**src/rtl/sa_result_drain.sv**
```systemverilog
// rtl/sa_result_drain.sv - snapshot PE results on cal_done and stream them out row-major
module sa_result_drain #(
    parameter int X     = 3,
    parameter int Y     = 3,
    parameter int RES_W = 16,
    parameter int IDX_W = (X * Y > 1) ? $clog2(X * Y) : 1
) (
    input  logic                   clk,
    input  logic                   sys_rst,
    input  logic                   cal_done,
    input  logic [X*Y*RES_W-1:0]   pe_res,
    input  logic                   out_ready,
    input  logic                   clr_overrun,
    output logic [RES_W-1:0]       out_data,
    output logic                   out_valid,
    output logic                   out_last,
    output logic [IDX_W-1:0]       out_idx,
    output logic                   acc_clr,
    output logic                   busy,
    output logic                   drain_done,
    output logic                   overrun
);

    localparam int N = X * Y;
    localparam logic [IDX_W-1:0] LAST_IDX = IDX_W'(N - 1);

    typedef enum logic {
        S_IDLE   = 1'b0,
        S_STREAM = 1'b1
    } state_t;

    state_t           state_q, state_d;
    logic [RES_W-1:0] buf_q [N];
    logic [IDX_W-1:0] idx_q, idx_d;
    logic             acc_clr_q, acc_clr_d;
    logic             drain_done_q, drain_done_d;
    logic             overrun_q, overrun_d;

    logic accept;
    logic last_accept;
    logic capture;
    logic overrun_hit;

    // A capture is only legal when the buffer is free or being vacated this very cycle.
    always_comb begin
        accept      = (state_q == S_STREAM) && out_ready;
        last_accept = accept && (idx_q == LAST_IDX);
        capture     = cal_done && ((state_q == S_IDLE) || last_accept);
        overrun_hit = cal_done && (state_q == S_STREAM) && !last_accept;
    end

    always_ff @(posedge clk) begin
        if (sys_rst) begin
            state_q <= S_IDLE;
        end else begin
            state_q <= state_d;
        end
    end

    always_comb begin
        state_d = state_q;
        case (state_q)
            S_IDLE:   if (cal_done) state_d = S_STREAM;
            S_STREAM: if (last_accept && !cal_done) state_d = S_IDLE;
            default:  state_d = S_IDLE;
        endcase
    end

    always_comb begin
        idx_d = idx_q;
        if (capture) begin
            idx_d = '0;
        end else if (accept && !last_accept) begin
            idx_d = idx_q + IDX_W'(1);
        end
        acc_clr_d    = capture;
        drain_done_d = last_accept;
        overrun_d    = overrun_q;
        if (overrun_hit) begin
            overrun_d = 1'b1;
        end else if (clr_overrun) begin
            overrun_d = 1'b0;
        end
    end

    always_ff @(posedge clk) begin
        if (sys_rst) begin
            idx_q        <= '0;
            acc_clr_q    <= 1'b0;
            drain_done_q <= 1'b0;
            overrun_q    <= 1'b0;
        end else begin
            idx_q        <= idx_d;
            acc_clr_q    <= acc_clr_d;
            drain_done_q <= drain_done_d;
            overrun_q    <= overrun_d;
        end
    end

    // Buffer contents are don't-care until the first capture, so no reset here.
    always_ff @(posedge clk) begin
        if (capture) begin
            for (int k = 0; k < N; k++) begin
                buf_q[k] <= pe_res[k*RES_W +: RES_W];
            end
        end
    end

    always_comb begin
        out_valid  = (state_q == S_STREAM);
        busy       = (state_q == S_STREAM);
        out_data   = out_valid ? buf_q[idx_q] : '0;
        out_idx    = out_valid ? idx_q : '0;
        out_last   = out_valid && (idx_q == LAST_IDX);
        acc_clr    = acc_clr_q;
        drain_done = drain_done_q;
        overrun    = overrun_q;
    end

endmodule

```
**config.mk**
```make
export PLATFORM = sky130hd
export DESIGN_NAME = sa_result_drain
export DESIGN_NICKNAME = d
export VERILOG_FILES = /design/src/rtl/sa_result_drain.sv
export SDC_FILE = /design/constraint.sdc
export NUM_CORES = 1
export LEC_CHECK = 0
export ABC_AREA = 1
export CAP_MARGIN = 10
export CELL_PAD_IN_SITES_DETAIL_PLACEMENT = 0
export CELL_PAD_IN_SITES_GLOBAL_PLACEMENT = 1
export CORE_UTILIZATION = 40
export CTS_BUF_LIST = sky130_fd_sc_hd__clkbuf_8 sky130_fd_sc_hd__clkbuf_16
export CTS_CLUSTER_SIZE = 25
export DETAILED_ROUTE_END_ITERATION = 10
export PLACE_DENSITY_LB_ADDON = 0.08
export SLEW_MARGIN = 15
export SYNTH_ARGS = -nofsm -noshare
export SYNTH_HDL_FRONTEND = slang
export SYNTH_SLANG_ARGS = --single-unit
```
**constraint.sdc**
```tcl
create_clock -name clk -period 13.33 [get_ports clk]
set_input_delay 2.666 -clock clk [delete_from_list [all_inputs] [get_ports clk]]
set_output_delay 2.666 -clock clk [all_outputs]
set_load 0.05 [all_outputs]
```
# After elaboration in Yosys (flattened, before gate mapping)
# Memories as Yosys holds them, arrays and structs flattened. A register that Yosys moved wholly into a read port is not among the register bits.
# Cells that the tools add are included.
word_totals:
  inputBits: 149
  output_inout_bits: 26
  ff_bits: 8
  mem_count: 1
  ram_bits: 144
  word_cells: 33
memory_table:
  columns: ["name", "words", "width", "read_ports", "rd_ports_with_merged_regs", "write_ports", "line_no", "rtl"]
  rows:
  - ["buf_q", 9, 16, 1, 1, 9, "33", "logic [RES_W-1:0] buf_q [N];"]
op_classes:
  mux: 11
  add_sub_neg: 1
  eq_ne: 1
  bitwise_logic: 1
  reduce_logical: 13
ops:
  columns: ["cell", "n"]
  rows:
  - ["two-way mux 16 bit", 1]
  - ["two-way mux 4 bit", 3]
  - ["logical AND 1 bit", 8]
  - ["two-way mux 1 bit", 6]
  - ["adder 4 x 1 -> 4 bit, second input constant", 1]
  - ["equality test 4 bit, second input constant", 1]
  - ["zero test 1 bit", 2]
  - ["case mux 1 bit (2 select lines)", 1]
  - ["nonzero test 2 bit", 1]
  - ["OR reduction 2 bit", 1]
  - ["logical OR 1 bit", 1]
  - ["inverter 1 bit", 1]

# Depth between registers and ports, before layout
# Gate-level depths: netlist of run 1.
depth:
  depth_word: 6
  ltp_mapped: 9
  mapped_depth_nobuf: 9

# Worst setup path after synthesis of run 1
# OpenSTA, ideal clock, no wires.
synth_path:
  path_kind: "input-to-reg"
  start: "in out_ready"
  end: "mem buf_q[0][0], enable pin"
  path_buffers: 0
  cell_stages: 6
  required_time_ns: 12.833
  slack_ns: 6.944
  t_arrival_ns: 5.889
  cell_sequence: "nand2_1 -> inv_1 -> nand4_2 -> nand2_1 -> nand2_1 -> inv_1"
synth_lines:
  columns: ["element", "line_no", "rtl"]
  rows:
  - ["from (decl)", "12", "input logic out_ready,"]
  - ["to (decl)", "33", null]

==> out/metrics.yaml, run 1 <==
run_status:
  outcome: "complete, no violations"
sta:
  hold_viol: 0
  tightest_slew_ns: 1.16
  post-route-min-period_ns: 6.16
  slew_headroom_pct: 22.3
  slew_violations: 0
  grt_setup_unrepaired: "no"
  layout_worst_path_cycle_share_pct: 46.2
  hold_slack_ns: 0.472
  fin_skew_ns: 0.00785
  max_freq_mhz: 162
  setup_tns_ns: 0
  setup_viol: 0
pwr:
  pwr-share-clk_pct: 41.2
  switching_share_pct: 22.0
  seq_power_share_pct: 49.1
  internal_power_uw: 911
  p_sw_uw: 257
  power_density_mw_per_mm2: 134
  p_total_mw: 1.17
  p_comb_share_pct: 9.7
  p_leak_nw: 3.36
  peakVddDrop_mv: 0.0915
clock_network:
  postCtsHoldBufs: 0
  cts_tree: "done"
  htree_levels: 4
  cts_made_buffers: 17
  cts.sinks: 156
  cts-root-buf: "clkbuf_16"
  clk_latency_ns: 0.43
  ctsResizeCount: 0
  clock_path_buffers: 2
  post-cts-setup-buffer-count: 0
  cts.clk_slew.worst_paths_ns: 0.06
synthesis:
  avgSynthCellArea_um2: 11.5
  synth_seq_cells: 156
  synthTopCellsByArea: "edfxtp_1, nand2_1, nand3_1"
  yosysSeqAreaShare_pct: 72.2
  ys.warnings.count: 0
  synth_nets: 699
  synth_top_area_cell: "edfxtp_1"
  syn_inst: 548
  ys_types: 18
  synth_top_area_share_pct: 68.4
  netlist_area_mm2: 0.00632
setup_path:
  reg2reg_to: "buf_q[1][2]"
  rrSetupSlack_ns: 10.45
  rr_startpoint: "busy"
  required_ns: 10.66
  startpoint_type: "flip-flop"
  crit_type: "flip-flop to output port"
  cp.arrival_ns: 3.49
  crit_fanout: 65
  ff2ff_path_depth: 7
  endpoint_kind: "output port"
global_route:
  grt_pass1_wl_mm: 24.8
  grt_antenna_before_repair: 0
  grt_pass1_vias: 4530
  gr-total-overflow: 0
  grt_usage_pct: 21.0
  grt_max_degree: 88
detailed_routing:
  remaining_drc_errors: 0
  antenna_violating_nets_post_route: 0
  drtPass1Iterations: 4
  finalWirelength_mm: 16.5
  wl_per_cell_um: 17.5
  routed_via_density: 4.73
  num_vias: 4444
  drtIter0Drc: 416
cells_and_area:
  syn2layout_area_growth_pct: 38.1
  n_antenna_cell: 0
  fin_util_pct: 57.0
  fin_cells: 939
  drive_above_1_share_pct: 5.08
  num-nets-final: 866
run:
  drv_cap: 0
worst_hold_path:
  min_to: "overrun"
  hold_path_class: "flip-flop to flip-flop"
  hp-start: "overrun"
  whs_path_depth: 2
floorplan:
  die_y_um: 128
  die-width_um: 128
  row_count: 45
  initial_core_util_pct: 41.3
  ios: 175
  die-area_mm2: 0.0163
  core_mm2: 0.0153
place:
  place_inst: 907
  routabilityCongestion: 0.825
  io_buffers: 174
  dp_hpwl_mm: 11.0
-- layout make-up --
cell class,instances,area [um2]
Fill cell,1307,6580
Timing Repair Buffer,177,1760
Clock buffer,17,425
Tap cell,211,264
Multi-Input combinational cell,325,1410
Clock inverter,15,158
Inverter,38,148
Sequential cell,156,4570
-- layer usage --
layer	routed length, um	vias up	share of wire [%]	global-route usage [%]
li1	-	2191	-	-
met1	7190	2091	44	27.0
met2	7990	143	49	33.8
met3	943	19	5.7	6.80
met4	347	0	2.1	6.78
met5	0	-	0	0
-- cells in the mapped netlist, drive strengths merged --
master and n:
nand4 1, nor2 41, o21ai 1, inv 37
nand3 116, edfxtp 144, dfxtp 12, nand2 160
a21oi 2, buf 29, ha 2, clkinv 1
xor2 2
-- worst max-delay path: stages, from the launching register on --
cell and delay [ns]:
dfxtp_2 0.31, buf_4 0.31, inv_2 0.90, nand2_1 0.12, nand3_1 0.12, nand3_1 0.19, nand3_1 0.15, nand2_1 0.08
inv_1 0.06, clkdlybuf4s50_1 0.80
-- sequential cells by signal (all words and copies together) (netlist names), named ones only --
name        flops
drain_done      1
acc_clr         1
overrun         1
idx_q           4
busy            1
buf_q         144
-- per-stage QoR --
step	area, um2	worst slack, ns
floorplan	6320	6.94
global placement	8150	7.62
detailed placement	8150	7.56
CTS	8730	7.10
global route	8730	6.90
finish	8730	7.17
-- cell usage in the layout (no fill, tap or decap) --
cell type,synthesis,final
buf_4,4,3
dfxtp_1,12,11
ha_1,2,2
nand4_2,1,1
edfxtp_1,144,144
nand2_2,1,1
o21ai_0,1,1
clkbuf_16,0,17
a21oi_1,2,2
nand3_1,116,116
nand2_1,159,159
bufinv_16,0,3
clkinv_1,1,2
xor2_1,2,2
inv_2,1,1
clkdlybuf4s50_1,0,174
clkinvlp_4,0,3
clkinv_4,0,1
dfxtp_2,0,1
inv_1,36,37
inv_6,0,1
nor2_1,41,41
clkinv_2,0,5
-- power by group through the flow --
stage / Combinational (mW) / Clock [mW] / Sequential [mW]
2_1_floorplan: 0.0489 / 0 / 0.586
3_3_place_gp: 0.113 / 0 / 0.584
3_5_place_dp: 0.114 / 0 / 0.584
4_1_cts: 0.115 / 0.488 / 0.574
5_1_grt: 0.123 / 0.510 / 0.576
6_report: 0.114 / 0.481 / 0.574
-- worst max path at each step --
stage	cells after the start	endpoint
after global placement	9	out_data[10]
after floorplan	6	buf_q[0][0]
after CTS	9	out_data[10]
after global routing	9	out_data[10]
after detailed placement	9	out_data[10]
final	9	out_data[0]
-- cells by family (layout without fill, tap and decap cells) --
kind of cell	after synthesis	after routing	share of synthesized area (%)
AO/OA/AOI/OAI	3	3	0.237
XOR/XNOR	2	2	0.277
adder cells (fa/ha/maj)	2	2	0.396
buffers and inverters	67	247	5.58
flip-flops	156	156	72.2
AND/OR/NAND/NOR	318	318	21.3
Power figures use the tool's default switching activity.
==> inputs of run 2 (changes only) <==
- CORE_UTILIZATION: 40 -> 34
- clock period: 13.33 -> 5.5 ns (I/O delays scaled with it)
==> run 2 against run 1 <==
Against the previous run: the flow now finishes with violations (design-rule violations); cell area is 0.60% higher; critical path depth shrank 1; utilization fell by 8.4 points; largest cell class unchanged; register-to-register slack got worse by 7.5 ns; non-clock buffer count unchanged; global-route usage is 2.2 points lower; sequential share of layout area fell by 0.30 points; setup slack got worse by 6.6 ns; sequential cell count did not move; sequential power up 140%; highest routed layer unchanged; via count is 1.3% higher; power increased by 150%.
==> out/metrics.yaml, run 2 (synthesis gave the netlist of run 1 again) <==
setup_path:
  path_buf_inv: 4
  crit_type: "flip-flop to output port"
  crit_path_top_delay_cell: "clkinv_1"
  path_cells: "buf_4 -> clkinv_1 -> nand3_1 -> nand3_1 -> nand3_1 -> nand2_1 -> inv_1 -> clkdlybuf4s50_1"
  startpoint_type: "flip-flop"
  path_common_cell: "nand3_1"
  crit_fanout: 33
  cp_top_family: "buffers and inverters"
  max_stage_delay_ns: 0.98
  required_ns: 4.40
  endpoint_kind: "output port"
  cp.arrival_ns: 3.86
run_status:
  violations: "design-rule violations"
  outcome: "finished, violations left"
detailed_routing:
  routed_via_density: 4.70
  wl_per_cell_um: 18.2
  drtPass1Iterations: 7
  antenna_violating_nets_post_route: 0
  drtIter0Drc: 332
  finalWirelength_mm: 17.4
  num_vias: 4501
  remaining_drc_errors: 16
sta:
  setup_viol: 0
  fin_skew_ns: 0.0103
  grt_setup_unrepaired: "no"
  post-route-min-period_ns: 4.96
  setup_tns_ns: 0
  max_freq_mhz: 201
  tightest_slew_ns: 1.14
  layout_worst_path_cycle_share_pct: 90.2
  slew_violations: 0
  slew_headroom_pct: 23.9
  hold_viol: 0
floorplan:
  initial_core_util_pct: 35.0
  die-width_um: 138
  row_count: 49
  ios: 175
  die-area_mm2: 0.0192
  core_mm2: 0.0181
  die_y_um: 138
cells_and_area:
  n_antenna_cell: 0
  layout_commonest_cell: "clkdlybuf4s50_1"
  num-nets-final: 866
  mostFrequentLayoutCells: "clkdlybuf4s50_1, nand2_1, edfxtp_1"
  largest_reg_flops: 144
  drive_above_1_share_pct: 5.36
  largest-register: "buf_q"
  fin_util_pct: 48.6
  reg_top3: "buf_q (144), idx_q (4)"
  fillers: 1613
  syn2layout_area_growth_pct: 38.9
global_route:
  grt_max_degree: 86
  grt_pass1_wl_mm: 26.3
  gr-total-overflow: 0
  grt_antenna_before_repair: 0
  grt_pass1_vias: 4519
  grt_usage_pct: 18.9
pwr:
  power_density_mw_per_mm2: 326
  p_total_mw: 2.86
  peakVddDrop_mv: 0.190
  p_leak_nw: 3.36
clock_network:
  cts_tree: "done"
  cts.clk_slew.worst_paths_ns: 0.06
  cts-root-buf: "clkbuf_16"
  cts.sinks: 156
  postCtsHoldBufs: 0
  clk_latency_ns: 0.43
  htree_levels: 4
  clock_path_buffers: 2
  ctsResizeCount: 0
  post-cts-setup-buffer-count: 0
  cts_made_buffers: 17
run:
  drv_cap: 0
place:
  routabilityCongestion: 0.804
  dp_hpwl_mm: 11.9
  io_buffers: 174
worst_hold_path:
  hold_path_class: "flip-flop to flip-flop"
==> run 2: cell count changes in the layout (fill, tap and decap cells not counted) <==
cell and change:
clkinv_2 -4, clkinvlp_4 +3, inv_1 -2, inv_6 +2, buf_12 +1, buf_4 -1, clkinv_1 +1, dfxtp_1 -1
dfxtp_2 +1
==> run 2: layout make-up <==
cell class	count	area, um2	share of cell area [%]
Sequential cell	156	4570	52.0
Timing Repair Buffer	177	1780	20.2
Multi-Input combinational cell	325	1410	16.0
Clock buffer	17	425	4.84
Tap cell	229	287	3.26
Clock inverter	15	174	1.98
Inverter	38	148	1.68
==> run 2: final timing paths <==
check                                from     endpoint  slack, ns  cells after the start
worst max-delay path            flip-flop  out_data[5]       0.54                      8
worst min-delay path              overrun      overrun       0.47                      2
worst max register to register       busy  buf_q[4][2]       2.94                      7
worst min register to register    overrun      overrun       0.47                      2
==> run 2: routing by layer <==
layer | GRT usage (%) | vias to the layer above | routed length (um)
met5 | 0 | - | 0
met4 | 5.50 | 0 | 222
li1 | - | 2199 | -
met2 | 30.9 | 156 | 8550
met3 | 5.30 | 14 | 1040
met1 | 24.3 | 2132 | 7580
==> run 2: where the power goes <==
group | internal (mW) | leakage (nW) | switching [mW] | total [mW]
clock network | 0.712 | 0.277 | 0.480 | 1.19
registers | 1.37 | 1.47 | 0.0191 | 1.39
logic | 0.136 | 1.61 | 0.145 | 0.281
==> run 2: metrics by stage <==
stage | std cells | worst slack, ns | instance area, um2 | hold WS (ns)
2_1_floorplan | 548 | 0.680 | 6320 | 0.521
5_1_grt | 957 | 0.279 | 8780 | 0.510
4_1_cts | 957 | 0.982 | 8780 | 0.476
3_5_place_dp | 925 | 1.44 | 8190 | 0.467
3_3_place_gp | 925 | 1.53 | 8190 | 0.455
6_report | 957 | 0.537 | 8780 | 0.472
==> run 2: worst register-to-register path: cells and delay by family, from the launching register on <==
| family | cells | cell delay (ns) |
|---|---|---|
| AND/OR/NAND/NOR | 4 | 0.48 |
| flip-flops | 1 | 0.53 |
| buffers and inverters | 3 | 1.19 |
